===== config.mk =====
export PLATFORM = sky130hd
export DESIGN_NAME = imem_loader_flat
export DESIGN_NICKNAME = d
export VERILOG_FILES = /design/src/rtl/imem_loader_pkg.sv /design/src/rtl/imem_loader_if.sv /design/src/rtl/imem_loader_sync_rise_detect.sv /design/src/rtl/imem_loader.sv /design/src/flat_wrapper.sv
export SDC_FILE = /design/constraint.sdc
export NUM_CORES = 1
export LEC_CHECK = 0
export ABC_AREA = 0
export BUFFER_PORTS_ARGS = -buffer_cell sky130_fd_sc_hd__buf_2
export CAP_MARGIN = 10
export CORE_MARGIN = 2
export CORE_UTILIZATION = 45
export CTS_BUF_LIST = sky130_fd_sc_hd__clkbuf_4
export DETAILED_ROUTE_END_ITERATION = 7
export SETUP_SLACK_MARGIN = 0.5
export SLEW_MARGIN = 20
export SYNTH_ARGS = -nofsm -noshare
export SYNTH_HDL_FRONTEND = slang
export SYNTH_HIERARCHICAL = 1
export SYNTH_SLANG_ARGS = --single-unit

===== constraint.sdc =====
create_clock -name clk -period 1.5 [get_ports clk]
set_input_delay 0.225 -clock clk [delete_from_list [all_inputs] [get_ports clk]]
set_output_delay 0.225 -clock clk [all_outputs]
set_load 0.01 [all_outputs]

===== src/rtl/imem_loader_pkg.sv =====
// -----------------------------------------------------------------------------
// imem_loader_pkg
// Shared constants and types for the writable instruction memory loader:
//   IMEM_DEPTH       - number of program bytes (16)
//   ADDR_W / DATA_W  - fetch address and byte widths
//   LAST_ADDR        - address of the final program byte in a load
//   loader_state_t   - loader FSM states (CHECK/ERROR only reachable when
//                      IMEM_LOADER_CHECKSUM_EN is defined)
//   DEFAULT_PROGRAM  - image restored into memory by reset
//   csum_update()    - running XOR checksum step
// -----------------------------------------------------------------------------
package imem_loader_pkg;

    localparam int IMEM_DEPTH = 32'd16;
    localparam int ADDR_W     = 32'd4;
    localparam int DATA_W     = 32'd8;

    localparam logic [ADDR_W-1:0] LAST_ADDR = 4'd15;

    typedef enum logic [1:0] {
        ST_RUN   = 2'd0,
        ST_LOAD  = 2'd1,
        ST_CHECK = 2'd2,
        ST_ERROR = 2'd3
    } loader_state_t;

    // Boot image used until the first successful pin load.
    localparam logic [DATA_W-1:0] DEFAULT_PROGRAM [IMEM_DEPTH] = '{
        8'h01, 8'h12, 8'h23, 8'h34, 8'h45, 8'h56, 8'h67, 8'h78,
        8'h89, 8'h9A, 8'hAB, 8'hBC, 8'hCD, 8'hDE, 8'hEF, 8'h50
    };

    // One step of the program checksum: XOR of every byte written.
    function automatic logic [DATA_W-1:0] csum_update(
        input logic [DATA_W-1:0] sum,
        input logic [DATA_W-1:0] data
    );
        return sum ^ data;
    endfunction

endpackage


===== src/rtl/imem_loader_if.sv =====
// -----------------------------------------------------------------------------
// imem_loader_if
// Bundles the loader pins, the CPU fetch port and the status outputs.
//   load_en, data_strobe, data_in : asynchronous program-load pins
//   rd_addr / rd_data             : combinational CPU fetch port
//   cpu_hold                      : OR into the CPU reset while loading
//   load_count, load_done, chk_err: load status
// Modports: slave = the loader block, master = whoever drives pins/fetches.
// -----------------------------------------------------------------------------
interface imem_loader_if;
    import imem_loader_pkg::*;

    logic              load_en;
    logic              data_strobe;
    logic [DATA_W-1:0] data_in;
    logic [ADDR_W-1:0] rd_addr;
    logic [DATA_W-1:0] rd_data;
    logic              cpu_hold;
    logic [4:0]        load_count;
    logic              load_done;
    logic              chk_err;

    modport slave (
        input  load_en,
        input  data_strobe,
        input  data_in,
        input  rd_addr,
        output rd_data,
        output cpu_hold,
        output load_count,
        output load_done,
        output chk_err
    );

    modport master (
        output load_en,
        output data_strobe,
        output data_in,
        output rd_addr,
        input  rd_data,
        input  cpu_hold,
        input  load_count,
        input  load_done,
        input  chk_err
    );

endinterface


===== src/rtl/imem_loader_sync_rise_detect.sv =====
// -----------------------------------------------------------------------------
// sync_rise_detect
// Brings an asynchronous pin into the clk domain through SYNC_STAGES flops,
// then one extra delay flop to form a single-cycle rising-edge pulse.
//   clk, rst_n : clock, asynchronous active-low reset
//   d          : asynchronous input pin
//   level      : synchronized level
//   rise       : one-cycle pulse when level goes 0 -> 1
// SYNC_STAGES must be 2 or 3.
// -----------------------------------------------------------------------------
module sync_rise_detect #(
    parameter int SYNC_STAGES = 2
) (
    input  logic clk,
    input  logic rst_n,
    input  logic d,
    output logic level,
    output logic rise
);

    logic [SYNC_STAGES-1:0] sync_r;
    logic                   dly_r;

    // Synchronizer chain plus the delay flop used for edge detection.
    always_ff @(posedge clk or negedge rst_n) begin
        if (!rst_n) begin
            sync_r <= '0;
            dly_r  <= 1'b0;
        end else begin
            sync_r <= {sync_r[SYNC_STAGES-2:0], d};
            dly_r  <= sync_r[SYNC_STAGES-1];
        end
    end

    assign level = sync_r[SYNC_STAGES-1];
    assign rise  = level & ~dly_r;

endmodule


===== src/rtl/imem_loader.sv =====
// -----------------------------------------------------------------------------
// imem_loader
// 16x8 flop instruction memory with a byte-wide pin loader. A rising edge on
// load_en starts a load; each rising edge on data_strobe writes data_in to the
// next address. While loading, cpu_hold keeps the CPU in reset. Fetch reads
// (rd_addr -> rd_data) are combinational and return the old byte during the
// cycle a write to the same address is pending.
// Ports:
//   clk, rst_n : clock, asynchronous active-low reset (restores the default
//                program immediately)
//   bus        : imem_loader_if.slave (pins, fetch port, status)
// Parameter SYNC_STAGES (2 or 3): synchronizer depth on both async pins.
// Optional feature macro IMEM_LOADER_CHECKSUM_EN: a 17th strobed byte must
// equal the XOR of the 16 program bytes; a mismatch parks in ERROR with
// chk_err and cpu_hold high until a new load starts or reset.
// -----------------------------------------------------------------------------
module imem_loader
    import imem_loader_pkg::*;
#(
    parameter int SYNC_STAGES = 2
) (
    input  logic           clk,
    input  logic           rst_n,
    imem_loader_if.slave   bus
);

    logic              ld_level_s;
    logic              ld_rise_s;
    logic              stb_level_s;
    logic              stb_rise_s;
    logic              wr_en_s;

    loader_state_t     state_r;
    logic [ADDR_W-1:0] wr_addr_r;
    logic [4:0]        load_count_r;
    logic              load_done_r;
    logic              cpu_hold_r;
    logic [DATA_W-1:0] mem_r [IMEM_DEPTH];
`ifdef IMEM_LOADER_CHECKSUM_EN
    logic [DATA_W-1:0] csum_r;
    logic              chk_err_r;
`endif

    sync_rise_detect #(.SYNC_STAGES(SYNC_STAGES)) u_load_en_sync (
        .clk   (clk),
        .rst_n (rst_n),
        .d     (bus.load_en),
        .level (ld_level_s),
        .rise  (ld_rise_s)
    );

    sync_rise_detect #(.SYNC_STAGES(SYNC_STAGES)) u_strobe_sync (
        .clk   (clk),
        .rst_n (rst_n),
        .d     (bus.data_strobe),
        .level (stb_level_s),
        .rise  (stb_rise_s)
    );

    // A byte is written only in LOAD while load_en is still held; an abort
    // in the same cycle as a strobe wins and drops the byte.
    always_comb begin
        wr_en_s = 1'b0;
        if ((state_r == ST_LOAD) && ld_level_s && stb_rise_s && stb_level_s) begin
            wr_en_s = 1'b1;
        end else begin
            wr_en_s = 1'b0;
        end
    end

    // Program storage: default image on reset, one byte per accepted strobe.
    always_ff @(posedge clk or negedge rst_n) begin
        if (!rst_n) begin
            mem_r <= DEFAULT_PROGRAM;
        end else if (wr_en_s) begin
            mem_r[wr_addr_r] <= bus.data_in;
        end
    end

    // Loader FSM with registered status outputs.
    always_ff @(posedge clk or negedge rst_n) begin
        if (!rst_n) begin
            state_r      <= ST_RUN;
            wr_addr_r    <= 4'd0;
            load_count_r <= 5'd0;
            load_done_r  <= 1'b0;
            cpu_hold_r   <= 1'b0;
`ifdef IMEM_LOADER_CHECKSUM_EN
            csum_r       <= 8'h00;
            chk_err_r    <= 1'b0;
`endif
        end else begin
            case (state_r)
                ST_RUN: begin
                    // Strobes are ignored here; only a fresh load_en edge
                    // starts a load, so a level left high cannot re-trigger.
                    if (ld_rise_s) begin
                        state_r      <= ST_LOAD;
                        wr_addr_r    <= 4'd0;
                        load_count_r <= 5'd0;
                        load_done_r  <= 1'b0;
                        cpu_hold_r   <= 1'b1;
`ifdef IMEM_LOADER_CHECKSUM_EN
                        csum_r       <= 8'h00;
                        chk_err_r    <= 1'b0;
`endif
                    end
                end
                ST_LOAD: begin
                    if (!ld_level_s) begin
                        // Abort: keep the bytes written and the partial count.
                        state_r    <= ST_RUN;
                        cpu_hold_r <= 1'b0;
                    end else if (wr_en_s) begin
                        load_count_r <= load_count_r + 5'd1;
`ifdef IMEM_LOADER_CHECKSUM_EN
                        csum_r       <= csum_update(csum_r, bus.data_in);
`endif
                        if (wr_addr_r == LAST_ADDR) begin
                            // Address is left at the last entry instead of
                            // wrapping; the FSM leaves LOAD on this write.
`ifdef IMEM_LOADER_CHECKSUM_EN
                            state_r     <= ST_CHECK;
`else
                            state_r     <= ST_RUN;
                            cpu_hold_r  <= 1'b0;
                            load_done_r <= 1'b1;
`endif
                        end else begin
                            wr_addr_r <= wr_addr_r + 4'd1;
                        end
                    end
                end
`ifdef IMEM_LOADER_CHECKSUM_EN
                ST_CHECK: begin
                    if (!ld_level_s) begin
                        state_r    <= ST_RUN;
                        cpu_hold_r <= 1'b0;
                    end else if (stb_rise_s) begin
                        if (bus.data_in == csum_r) begin
                            state_r     <= ST_RUN;
                            cpu_hold_r  <= 1'b0;
                            load_done_r <= 1'b1;
                        end else begin
                            state_r   <= ST_ERROR;
                            chk_err_r <= 1'b1;
                        end
                    end
                end
                ST_ERROR: begin
                    // CPU stays held; only a new load (or reset) gets out.
                    if (ld_rise_s) begin
                        state_r      <= ST_LOAD;
                        wr_addr_r    <= 4'd0;
                        load_count_r <= 5'd0;
                        load_done_r  <= 1'b0;
                        cpu_hold_r   <= 1'b1;
                        csum_r       <= 8'h00;
                        chk_err_r    <= 1'b0;
                    end
                end
`endif
                default: begin
                    state_r    <= ST_RUN;
                    cpu_hold_r <= 1'b0;
                end
            endcase
        end
    end

    assign bus.rd_data    = mem_r[bus.rd_addr];
    assign bus.cpu_hold   = cpu_hold_r;
    assign bus.load_count = load_count_r;
    assign bus.load_done  = load_done_r;
`ifdef IMEM_LOADER_CHECKSUM_EN
    assign bus.chk_err    = chk_err_r;
`else
    assign bus.chk_err    = 1'b0;
`endif

endmodule


===== src/flat_wrapper.sv =====
// flat-port wrapper written by rule: the top's interface ports become plain ports
module imem_loader_flat import imem_loader_pkg::*;
#(
    parameter int SYNC_STAGES = 2
)
  (clk, rst_n, bus_load_en, bus_data_strobe, bus_data_in, bus_rd_addr, bus_rd_data, bus_cpu_hold, bus_load_count, bus_load_done, bus_chk_err);
  imem_loader_if bus_i ();
  input  logic clk;
  input  logic rst_n;
  input wire logic [$bits(bus_i.load_en)-1:0] bus_load_en;
  input wire logic [$bits(bus_i.data_strobe)-1:0] bus_data_strobe;
  input wire logic [$bits(bus_i.data_in)-1:0] bus_data_in;
  input wire logic [$bits(bus_i.rd_addr)-1:0] bus_rd_addr;
  output wire logic [$bits(bus_i.rd_data)-1:0] bus_rd_data;
  output wire logic [$bits(bus_i.cpu_hold)-1:0] bus_cpu_hold;
  output wire logic [$bits(bus_i.load_count)-1:0] bus_load_count;
  output wire logic [$bits(bus_i.load_done)-1:0] bus_load_done;
  output wire logic [$bits(bus_i.chk_err)-1:0] bus_chk_err;
  assign bus_i.load_en = bus_load_en;
  assign bus_i.data_strobe = bus_data_strobe;
  assign bus_i.data_in = bus_data_in;
  assign bus_i.rd_addr = bus_rd_addr;
  assign bus_rd_data = bus_i.rd_data;
  assign bus_cpu_hold = bus_i.cpu_hold;
  assign bus_load_count = bus_i.load_count;
  assign bus_load_done = bus_i.load_done;
  assign bus_chk_err = bus_i.chk_err;
  imem_loader #(.SYNC_STAGES(SYNC_STAGES)) u_core (.clk(clk), .rst_n(rst_n), .bus(bus_i));
endmodule

==> summary.txt <==
Number of hold violations in the final report - 0
Number of antenna violations at the first check in global routing - 1
Detailed-placement wirelength estimate - 9740 µm
Floorplan Core Area - 0.01453 mm²
Worst-margin pin slew - 1.069 ns
Count of buffering cells on the critical path with inverters included - 1
Cell row count - 44
Number of buffers created by CTS - 17
Arrival time of data at the critical path endpoint - 1.89 ns
Number of I/O pins - 32
Number of nets with antenna violations after routing - 0
Post-Syn Instances - 422
X dimension of the die - 126.1 µm
Net count of the finished layout - 528
Critical Path Start Type - flop
Launching point of the worst reg2reg path - u_core/u_strobe_sync/sync_r[1]$_DFF_PN0_
Average via count per standard cell - 5.559
Maximum single-stage delay on the critical path - 0.50 ns
Outcome - finished, violations left
Port Buffer Count - 30
TritonCTS clock tree - yes
Pin count of the biggest net entering global routing - 44
Number of cells in the finished layout apart from fillers - 705
Post-synth top flop - sky130_fd_sc_hd__dfrtp_1
Setup TNS - -14.65 ns
Static Leak - 3.446 nW
Max IR drop VDD - 490.9 µV
Endpoint kind of the worst setup timing path - primary output
Cell class contributing the biggest share of worst-path delay - multiplexers
Clock insertion delay at the later pin of the skew report - 0.53 ns
Failing checks - negative setup slack
Worst slack at placement - -0.3332 ns
Mean Syn Cell Area - 15.89 µm²
Leading cell types in the layout, fill and taps excluded - 118 x sky130_fd_sc_hd__mux2_2, 82 x sky130_fd_sc_hd__dfrtp_1, 62 x sky130_fd_sc_hd__dfstp_2, 37 x sky130_fd_sc_hd__buf_4, 32 x sky130_fd_sc_hd__mux4_2
# placed instances - 648
Number of nets in the synthesized netlist - 443
Count of flip-flops with a built-in enable after synthesis - 0
Synthesized flop and latch total - 145
Area growth syn-to-layout - 23.61%
Synth unique cells - 37
Initial Utilization - 46.13%
Die area - 0.01589 mm²
Global route overflow - 0
Commonest non-fill, non-tap cell in the layout - sky130_fd_sc_hd__mux2_2
Number of cells on the worst reg-to-reg path - 6
Worst slew slack as a fraction of its limit - 28.60%
Routed wire length - 14740 µm
Drc violations - 0
Via count of the first global-routing pass - 4226
Iteration count of the initial detailed-routing pass - 6
Peak fanout along the critical path - 2
Reg clk slew, reported paths - 0.12 ns
Data required time of the worst path - 1.27 ns
Highest clock frequency the design can meet - 472.2 MHz
Worst Slack Setup Final - -0.6177 ns
Category of the most critical setup path - flop to primary output
TritonCTS Sinks - 145
Crit Reg-Reg Endpoint - u_core/mem_r[33]$_DFFE_PN0P_
DRC marker count from the first detailed-route iteration - 196
Routability congestion estimate - 0.7423
Final design area excluding fillers - 0.008287 mm²
CTS Buffer Depth - 2
Die Y-Extent - 126.1 µm
Level count of the clock H-tree - 4
First-pass GRT wire length - 24050 µm
Register area share after synthesis - 55.28%
Total global routing track utilization - 19.93%
Highest-delay cell along the critical path - sky130_fd_sc_hd__mux4_2
Fraction of synthesis flops using an asynchronous set or reset pin - 100.0%
CTS Root Buffer Type - sky130_fd_sc_hd__clkbuf_4
Layout cells sized above 1 - 75.19%
Minimum clock period after layout - 2.118 ns
Yosys warnings - 6
Final Setup Violations - 140
Final critical-path share of the clock period - 141.2%
Area after detailed placement - 0.007426 mm²
Final-report max-slew violation count - 0
RSZ-0062 raised after global routing - yes
FF-to-FF setup slack - -0.19 ns
Final clock skew - 0.01556 ns
Post-layout total power - 8.263 mW
Power per unit of standard cell area - 997.1 mW/mm²
Critical Path, Cell by Cell - mux4_2 -> a22oi_2 -> nand2_1 -> buf_2
Via count - 3919
Cell area after synthesis - 0.006704 mm²
Hold WC Path Type - primary input to async pin
Count of max-cap constraint violations - 0
Routed WL per cell - 20.91 µm
-- report_power, final --
group          switching (mW)  leakage, nW  internal, mW
Clock                    1.42        0.174          1.50
Combinational           0.447         1.63         0.537
Sequential              0.131         1.64          4.22
Total                    2.00         3.45          6.27
-- cells in the mapped netlist (all sizes together), types with 3 or more instances --
library cell    n  area, µm²
buf            16      107.6
nand3          13      127.6
inv             4      15.01
xor2            3      26.28
nor2            6      22.52
dfstp          62       1629
mux4           32      720.7
nand4           6      56.31
nor2b           7      58.81
nand2          14      57.55
clkbuf         11      42.54
a22oi          16      120.1
dfrtp          83       2077
mux2          129       1483
ha              5      62.56
-- per-stage QoR --
step	hold WS, ns	utilization (%)
global route	0.1195	57.02
floorplan	-0.07059	-
CTS	0.1056	56.41
global placement	0.1679	51.09
detailed placement	0.1694	51.09
finish	0.1474	57.02
-- worst max path at each step --
stage                                                         from                           to  slack (ns)  cells past startpoint
after floorplan           u_core/u_strobe_sync/sync_r[1]$_DFF_PN0_  u_core/mem_r[0]$_DFFE_PN0P_       -0.07                      6
after global placement                              bus_rd_addr[3]               bus_rd_data[1]       -0.34                      5
after detailed placement                            bus_rd_addr[0]               bus_rd_data[2]       -0.33                      6
after CTS                             u_core/mem_r[33]$_DFFE_PN0P_               bus_rd_data[1]       -0.64                      4
after global routing                  u_core/mem_r[57]$_DFFE_PN0P_               bus_rd_data[1]       -0.70                      4
final                                 u_core/mem_r[33]$_DFFE_PN0P_               bus_rd_data[1]       -0.62                      4
-- worst reg2reg max path: stages (launching register included) --
cell	delay, ns
sky130_fd_sc_hd__dfrtp_1	0.39
sky130_fd_sc_hd__nor2b_4	0.17
sky130_fd_sc_hd__and4_4	0.27
sky130_fd_sc_hd__and2_4	0.21
sky130_fd_sc_hd__buf_6	0.15
sky130_fd_sc_hd__nand2_8	0.09
sky130_fd_sc_hd__mux2_4	0.32
-- layer usage --
| metal | wire (µm) | GRT usage (%) | vias up |
|---|---|---|---|
| li1 | - | - | 1758 |
| met1 | 6968 | 27.65 | 2101 |
| met2 | 7238 | 31.97 | 51 |
| met3 | 385 | 4.206 | 9 |
| met4 | 153 | 5.818 | 0 |
| met5 | 0 | 0 | - |
-- logic make-up (layout without fill, tap and decap cells) --
kind of cell,after synthesis,after routing,synth area share [%]
mux,161,161,32.87
simple gates,51,52,5.338
buf+inv,31,128,2.463
compound gates,25,25,2.669
xor+xnor,3,3,0.3920
flops,145,145,55.28
other cells,1,2,0.05594
fa+ha+maj,5,5,0.9332
-- area by class of cell --
| type | instances | area, µm² |
|---|---|---|
| clock inverters | 14 | 212.7 |
| flip-flops and latches | 145 | 3707 |
| fillers | 1122 | 6247 |
| well taps | 184 | 230.2 |
| diodes | 1 | 2.502 |
| inverters | 4 | 15.01 |
| repair buffers | 92 | 835.8 |
| multi-input cells | 247 | 3148 |
| clock buffers | 18 | 135.1 |
-- repair_timing --
| item | 4_1_cts | 5_1_grt |
|---|---|---|
| hold buffers | 3 | 0 |
| gates cloned | 1 | 0 |
| pin swaps | 22 | 12 |
| endpoints found under the setup margin | 154 | 154 |
| hold endpoints to repair | 103 | 0 |
| resized for setup | 54 | 11 |
| setup buffers | 15 | 5 |
-- flip-flops by register name, indices dropped and copies added (netlist names) --
signal,cells
u_core/u_load_en_sync/sync_r,2
u_core/bus.cpu_hold,1
u_core/wr_addr_r,4
u_core/bus.load_count,5
u_core/u_load_en_sync/dly_r,1
u_core/u_strobe_sync/sync_r,2
u_core/mem_r,128
u_core/bus.load_done,1
u_core/u_strobe_sync/dly_r,1
Power figures use the tool's default switching activity.
